## src/rtl/instruction_fetch_unit.sv

```systemverilog
// instruction_fetch_unit
//   Producer side of the instruction-register load interface. Holds the
//   program counter, issues word reads to instruction memory with a
//   request/ready handshake, captures the returned word and presents it on
//   mdat with a one-cycle ldir strobe.
//
//   Optional feature macro: FETCH_PARITY_EN
//     defined     -> even parity of {mem_rdata, mem_par} is checked on every
//                    returned word; a bad word sets fetch_err and is dropped.
//     not defined -> mem_par is ignored, no parity logic.
//
// Ports:
//   clk, rst            clock, synchronous active-high reset
//   fetch_en            level request to start a fetch from IDLE
//   jump, jump_addr     load pc from jump_addr (aborts an outstanding read)
//   err_clr             clears the sticky fetch_err flag
//   mem_rd, mem_addr    memory read request / address (mem_addr == pc)
//   mem_rdata, mem_ready, mem_par   memory response and its parity bit
//   mdat, ldir          captured instruction word and its load strobe
//   pc                  current program counter
//   busy                high whenever the unit is not IDLE
//   fetch_err           sticky error (timeout or parity)
module instruction_fetch_unit #(
    parameter int AW       = 13,
    parameter int DW       = 16,
    parameter int PC_RESET = 0,
    parameter int TIMEOUT  = 15
) (
    input  logic          clk,
    input  logic          rst,
    input  logic          fetch_en,
    input  logic          jump,
    input  logic [AW-1:0] jump_addr,
    input  logic          err_clr,
    output logic          mem_rd,
    output logic [AW-1:0] mem_addr,
    input  logic [DW-1:0] mem_rdata,
    input  logic          mem_ready,
    input  logic          mem_par,
    output logic [DW-1:0] mdat,
    output logic          ldir,
    output logic [AW-1:0] pc,
    output logic          busy,
    output logic          fetch_err
);

    typedef enum logic [1:0] {IDLE, REQ, LOAD} state_t;

    // REQ cycle k (1-based) sees cnt == k-1, so the abort fires on the
    // TIMEOUT-th cycle without mem_ready.
    localparam logic [7:0] TO_LAST = 8'(TIMEOUT - 1);

    state_t     state, state_nxt;
    logic [7:0] cnt;
    logic       cap, err_set, cnt_clr, cnt_inc, par_ok;

`ifdef FETCH_PARITY_EN
    assign par_ok = ~(^{mem_rdata, mem_par});
`else
    logic unused_par;
    assign unused_par = mem_par;
    assign par_ok     = 1'b1;
`endif

    assign mem_addr = pc;
    assign busy     = (state != IDLE);

    always_ff @(posedge clk) begin
        if (rst) state <= IDLE;
        else     state <= state_nxt;
    end

    always_comb begin
        state_nxt = state;
        mem_rd    = 1'b0;
        ldir      = 1'b0;
        cap       = 1'b0;
        err_set   = 1'b0;
        cnt_clr   = 1'b0;
        cnt_inc   = 1'b0;
        case (state)
            IDLE: begin
                cnt_clr = 1'b1;
                // a jump in the same cycle only loads pc; fetch starts later
                if (fetch_en && !jump) state_nxt = REQ;
            end
            REQ: begin
                mem_rd = 1'b1;
                if (jump) begin
                    // abort; any same-cycle response is discarded
                    state_nxt = IDLE;
                end else if (mem_ready) begin
                    if (par_ok) begin
                        cap       = 1'b1;
                        state_nxt = LOAD;
                    end else begin
                        err_set   = 1'b1;
                        state_nxt = IDLE;
                    end
                end else if (cnt == TO_LAST) begin
                    err_set   = 1'b1;
                    state_nxt = IDLE;
                end else begin
                    cnt_inc = 1'b1;
                end
            end
            LOAD: begin
                ldir      = 1'b1;
                state_nxt = IDLE;
            end
            default: state_nxt = IDLE;
        endcase
    end

    always_ff @(posedge clk) begin
        if (rst) begin
            pc        <= AW'(PC_RESET);
            mdat      <= '0;
            cnt       <= '0;
            fetch_err <= 1'b0;
        end else begin
            if (cnt_clr)      cnt <= '0;
            else if (cnt_inc) cnt <= cnt + 8'd1;

            if (jump)     pc <= jump_addr;
            else if (cap) pc <= pc + AW'(1);

            if (cap) mdat <= mem_rdata;

            // set wins over a simultaneous clear
            if (err_set)      fetch_err <= 1'b1;
            else if (err_clr) fetch_err <= 1'b0;
        end
    end

endmodule

```

## config.mk

```make
export PLATFORM = sky130hd
export DESIGN_NAME = instruction_fetch_unit
export DESIGN_NICKNAME = d
export VERILOG_FILES = /design/src/rtl/instruction_fetch_unit.sv
export SDC_FILE = /design/constraint.sdc
export NUM_CORES = 1
export LEC_CHECK = 0
export CORE_MARGIN = 3
export CORE_UTILIZATION = 40
export CTS_CLUSTER_DIAMETER = 100
export CTS_CLUSTER_SIZE = 28
export DETAILED_ROUTE_END_ITERATION = 10
export PLACE_DENSITY = 0.76
export SLEW_MARGIN = 15
export SYNTH_ARGS = -nofsm -noshare
export SYNTH_HDL_FRONTEND = slang
export SYNTH_SLANG_ARGS = --single-unit
```

## constraint.sdc

```tcl
create_clock -name clk -period 2.4 [get_ports clk]
set_clock_uncertainty 0.2 [all_clocks]
set_input_delay 0.48 -clock clk [delete_from_list [all_inputs] [get_ports clk]]
set_output_delay 0.48 -clock clk [all_outputs]
set_load 0.03 [all_outputs]
```

After elaboration in Yosys (flattened, before gate mapping):

Index checks and enable logic that the tools add are counted.

* memory bits (read-only): 0
* word-level logic and storage cells: 43
* memories: 0
* input bits: 36
* bits in latches: 0
* memory bits (writable): 0
* register bits after elaboration: 40

* $add $sub $neg: 2
* multiplexer cells: 23
* shift-type cells: 0
* eq/ne operators: 5
* div/mod/pow operators: 0
* multipliers: 0
* reduce and logical (&&, ||, !) cells: 8
* magnitude comparators: 0
* bitwise operators: 0

Operators with widths (number)
* 2-to-1 mux 13 bit: 2
* 2-to-1 mux 1 bit: 16
* adder 13 x 1 -> 13 bit, second input constant: 1
* adder 8 x 1 -> 8 bit, second input constant: 1
* == test 8 x 4 -> 1 bit, second input constant: 1
* 2-to-1 mux 2 bit: 4
* nonzero test 2 bit: 3
* inequality test 4 bit, second input constant: 1
* one-hot mux 2 bit (2 select lines): 1
* == test 2 x 1 -> 1 bit, second input constant: 1
* == test 2 bit, second input constant: 1
* logical NOT 2 bit: 1
* inequality test 2 bit, second input constant: 1
* AND reduction 2 bit: 1
* OR reduction 2 bit: 1
* logical AND 1 bit: 1
* logical NOT 1 bit: 1

Longest topological paths before layout:

* depth after elaboration: 6
* mapped depth: 7
* depth with buffers taken out: 6

Worst setup path before layout:

OpenSTA, ideal clock, no wires.

* path type: in2reg
* start point: input port jump
* end point: register cnt[3]
* buffers on the path: 2
* cell stages on the path: 6
* setup time: 70 ps
* arrival: 1729 ps
* setup slack: 401 ps
* path through: buf_6 -> nor4b_4 -> a21bo_1 -> buf_6 -> or3_1 -> a21oi_1

* longest elaborated chain between the ends: 2

RTL lines
* from (decl): RTL line 32 `input logic jump,`
* 2-to-1 mux 1 bit: RTL line 89 `if (jump) begin`
* 2-to-1 mux 1 bit: RTL line 81 `case (state)`
* to (signal assigned): RTL line 123 `else if (cnt_inc) cnt <= cnt + 8'd1;`
* to (decl): RTL line 54 `logic [7:0] cnt;`

No other way between the ends.
A chain may end at the register's enable or synchronous reset.

Worst setup path in the final report:

* start point: register state[1]
* end point: output port busy

* longest elaborated chain between the ends: 1

RTL lines
* from (decl): RTL line 53 `state_t state, state_nxt;`
* from (signal assigned): RTL line 70 `else state <= state_nxt;`
* nonzero test 2 bit: RTL line 66 `assign busy = (state != IDLE);`
* to (decl): RTL line 43 `output logic busy,`

No other way between the ends.

==> flow_metrics.env <==
export IMPL_synth_cell_type_count=32
export IMPL_die_x_um=75.3
export IMPL_drt_iter0_markers=92
export IMPL_first_pass_iters=4
export IMPL_cts_root_buffer="clkbuf_8"
export IMPL_gp_congestion=0.793
export IMPL_core_area_sq_um=4500
export IMPL_rr_startpoint="cnt[0]$_SDFFE_PP0P_"
export IMPL_die_h_um=75.3
export IMPL_slew_headroom_pct=74.4
export IMPL_yosys_area_top_type="dfxtp_1"
export IMPL_timing_final_crit_share_pct=95.1
export IMPL_yosysSeqAreaShare_pct=41.7
export IMPL_antenna_cells=0
export IMPL_leakage_nw=1.04
export IMPL_syn_area_per_cell_sq_um=8.17
export IMPL_cp_startpoint="state[1]$_SDFFE_PP0P_"
export IMPL_grt_ovfl_total=0
export IMPL_nNetsFinal=345
export IMPL_crit_family="buffers and inverters"
export IMPL_slowest_delay_ns=0.66
export IMPL_post_cts_buffers=0
export IMPL_path_cells="nor2_1, inv_1, clkdlybuf4s50_1"
export IMPL_drt_wirelength_per_cell_um=12.9
export IMPL_maxSlewViolCount=0
export IMPL_vias=1785
export IMPL_clock_sinks=40
export IMPL_dp_hpwl_mm=3.31
export IMPL_clk_latency_ns=0.28
export IMPL_cts_hold_buf=0
export IMPL_gr_usage_all_layers_pct=17.2
export IMPL_synth_top_cells_by_count="dfxtp_1, nand2_1, a21oi_1"
export IMPL_p_per_area_nw_per_um2=499
export IMPL_layout_min_cycle_time_ns=2.28
export IMPL_grt_pass1_wl_mm=7.53
export IMPL_status="finished clean"
export IMPL_initial_core_util_pct=42.6
export IMPL_port_buffers=80
export IMPL_path_clk_slew_ns=0.07
export IMPL_numCtsBuffers=5
export IMPL_critPathLaunchType="flip-flop"
export IMPL_hold_violations=0
export IMPL_tightest_slew_ns=0.380
export IMPL_ff2ff_setup_slack_ns=0.47
export IMPL_peakVddDrop_v=0.000441
export IMPL_ys_seq_elements=40
export IMPL_drt_total_wl_mm=4.60
export IMPL_syn_area_sq_um=1920
export IMPL_area_growth_pct=44.2
export IMPL_grt_max_degree=34
export IMPL_r2r_end="cnt[2]$_SDFFE_PP0P_"
export IMPL_synth_main_ff_cell="dfxtp_1"
export IMPL_synth_nets=274
export IMPL_hp_class="flip-flop to flip-flop"
export IMPL_viasPerCell=4.99
export IMPL_crit_required_ns=1.72
export IMPL_max_freq_mhz=438
export IMPL_drive_above_1_share_pct=6.54
export IMPL_crit_slowest_cell="clkdlybuf4s50_1"
export IMPL_grt_pass1_vias=1771
export IMPL_cts_tree="built"
export IMPL_synth_top_cell_area_share_pct=41.7
export IMPL_antenna_found_initial=0
export IMPL_ant_nets=0
export IMPL_setup_tns_ns=0
export IMPL_yosys_top_cells_area="dfxtp_1, a21oi_1, nand2_1"
export IMPL_rsz0062_at_grt="no"
export IMPL_clk_path_buf_depth=2
export IMPL_cp_depth=3
export IMPL_cp_max_fo=6
export IMPL_htreeDepth=2
export IMPL_path_class="flip-flop to output port"
export IMPL_io_pins=82
export IMPL_drc=0
export IMPL_cap_viol_max_count=0
export IMPL_path_buf_inv=2
export IMPL_yosys_warnings=0
export IMPL_ys_async_sr_fraction_pct=0
export IMPL_power_mw=1.38
export IMPL_syn_inst=235
export IMPL_synth_edf_count=0
export IMPL_die_area_sq_um=5670
export IMPL_cts_resized_gates=0
export IMPL_endpoint="busy"
export IMPL_arrival_ns=1.60
export IMPL_ff2ff_path_depth=6
export IMPL_finalSetupViolCount=0
export IMPL_rows=24
export IMPL_critPathCaptureType="output port"
-- state kept, by name, summed over array words and instances (netlist names) --
signal,flops
cnt,8
state,2
fetch_err,1
mdat,16
mem_addr,13
-- cell families (layout without fill, tap and decap cells) --
| family | Yosys count | count (layout) | share of synthesized area [%] |
|---|---|---|---|
| AND/OR/NAND/NOR | 89 | 89 | 22.9 |
| AO/OA/AOI/OAI | 47 | 47 | 13.9 |
| flip-flops | 40 | 40 | 41.7 |
| buffers and inverters | 38 | 109 | 10.9 |
| XOR/XNOR | 14 | 14 | 6.38 |
| multiplexers | 4 | 4 | 2.15 |
| adder cells (fa/ha/maj) | 3 | 3 | 1.95 |
-- cell usage in the layout, fill, tap and decap left out, types with 6 or more instances in the layout --
master	count
a21oi_1	31
inv_1	13
buf_4	9
dfxtp_1	40
o21a_1	8
clkdlybuf4s50_1	80
nor2_1	11
xor2_1	11
nand3_1	6
nand2_1	40
-- stage by stage --
| stage | util (%) | instances | worst slack (ns) | hold WS, ns | instance area, sq um |
|---|---|---|---|---|---|
| 3_5_place_dp | 59.8 | 351 | 0.0589 | 0.248 | 2690 |
| 3_3_place_gp | 59.8 | 351 | 0.0656 | 0.241 | 2690 |
| 2_1_floorplan | - | 235 | 0.401 | 0.267 | 1920 |
| 6_report | 61.5 | 358 | 0.118 | 0.254 | 2770 |
| 5_1_grt | 61.5 | 358 | 0.0608 | 0.283 | 2770 |
| 4_1_cts | 61.5 | 358 | 0.103 | 0.258 | 2770 |
-- worst min-delay path by stage --
stage / startpoint / to / slack, ns / cells past startpoint
floorplan: cnt[4]$_SDFFE_PP0P_ / cnt[4]$_SDFFE_PP0P_ / 0.27 / 2
global placement: mdat[1]$_SDFFE_PP0P_ / mdat[1]$_SDFFE_PP0P_ / 0.24 / 2
detailed placement: mdat[2]$_SDFFE_PP0P_ / mdat[2]$_SDFFE_PP0P_ / 0.25 / 2
CTS: mdat[2]$_SDFFE_PP0P_ / mdat[2]$_SDFFE_PP0P_ / 0.26 / 2
global route: mdat[15]$_SDFFE_PP0P_ / mdat[15]$_SDFFE_PP0P_ / 0.28 / 2
finish: mdat[11]$_SDFFE_PP0P_ / mdat[11]$_SDFFE_PP0P_ / 0.25 / 2
-- power by group --
part	switching, mW	internal, mW
Clock	0.213	0.197
Sequential	0.0248	0.683
Combinational	0.131	0.135
-- final cells by class --
cell class | instances | area (sq um)
fill | 431 | 1730
tap | 52 | 65.1
inverter | 13 | 48.8
multi-input combinational | 157 | 910
clock buffer | 6 | 72.6
sequential | 40 | 801
clock inverter | 1 | 5.00
timing repair buffer | 89 | 868
-- layer usage --
| layer | GRT usage [%] | wire, um |
|---|---|---|
| met1 | 19.2 | 2000 |
| met2 | 30.8 | 2220 |
| met3 | 5.28 | 330 |
| met4 | 5.83 | 54 |
| met5 | 0 | 0 |
-- worst register-to-register path, stage by stage (launching register included) --
cell and delay, ns:
dfxtp_1 0.39, inv_1 0.09, ha_1 0.20, and3_1 0.19
a21bo_1 0.28, or4_1 0.44, nand2_1 0.09
(Power assumes the default switching activity.)
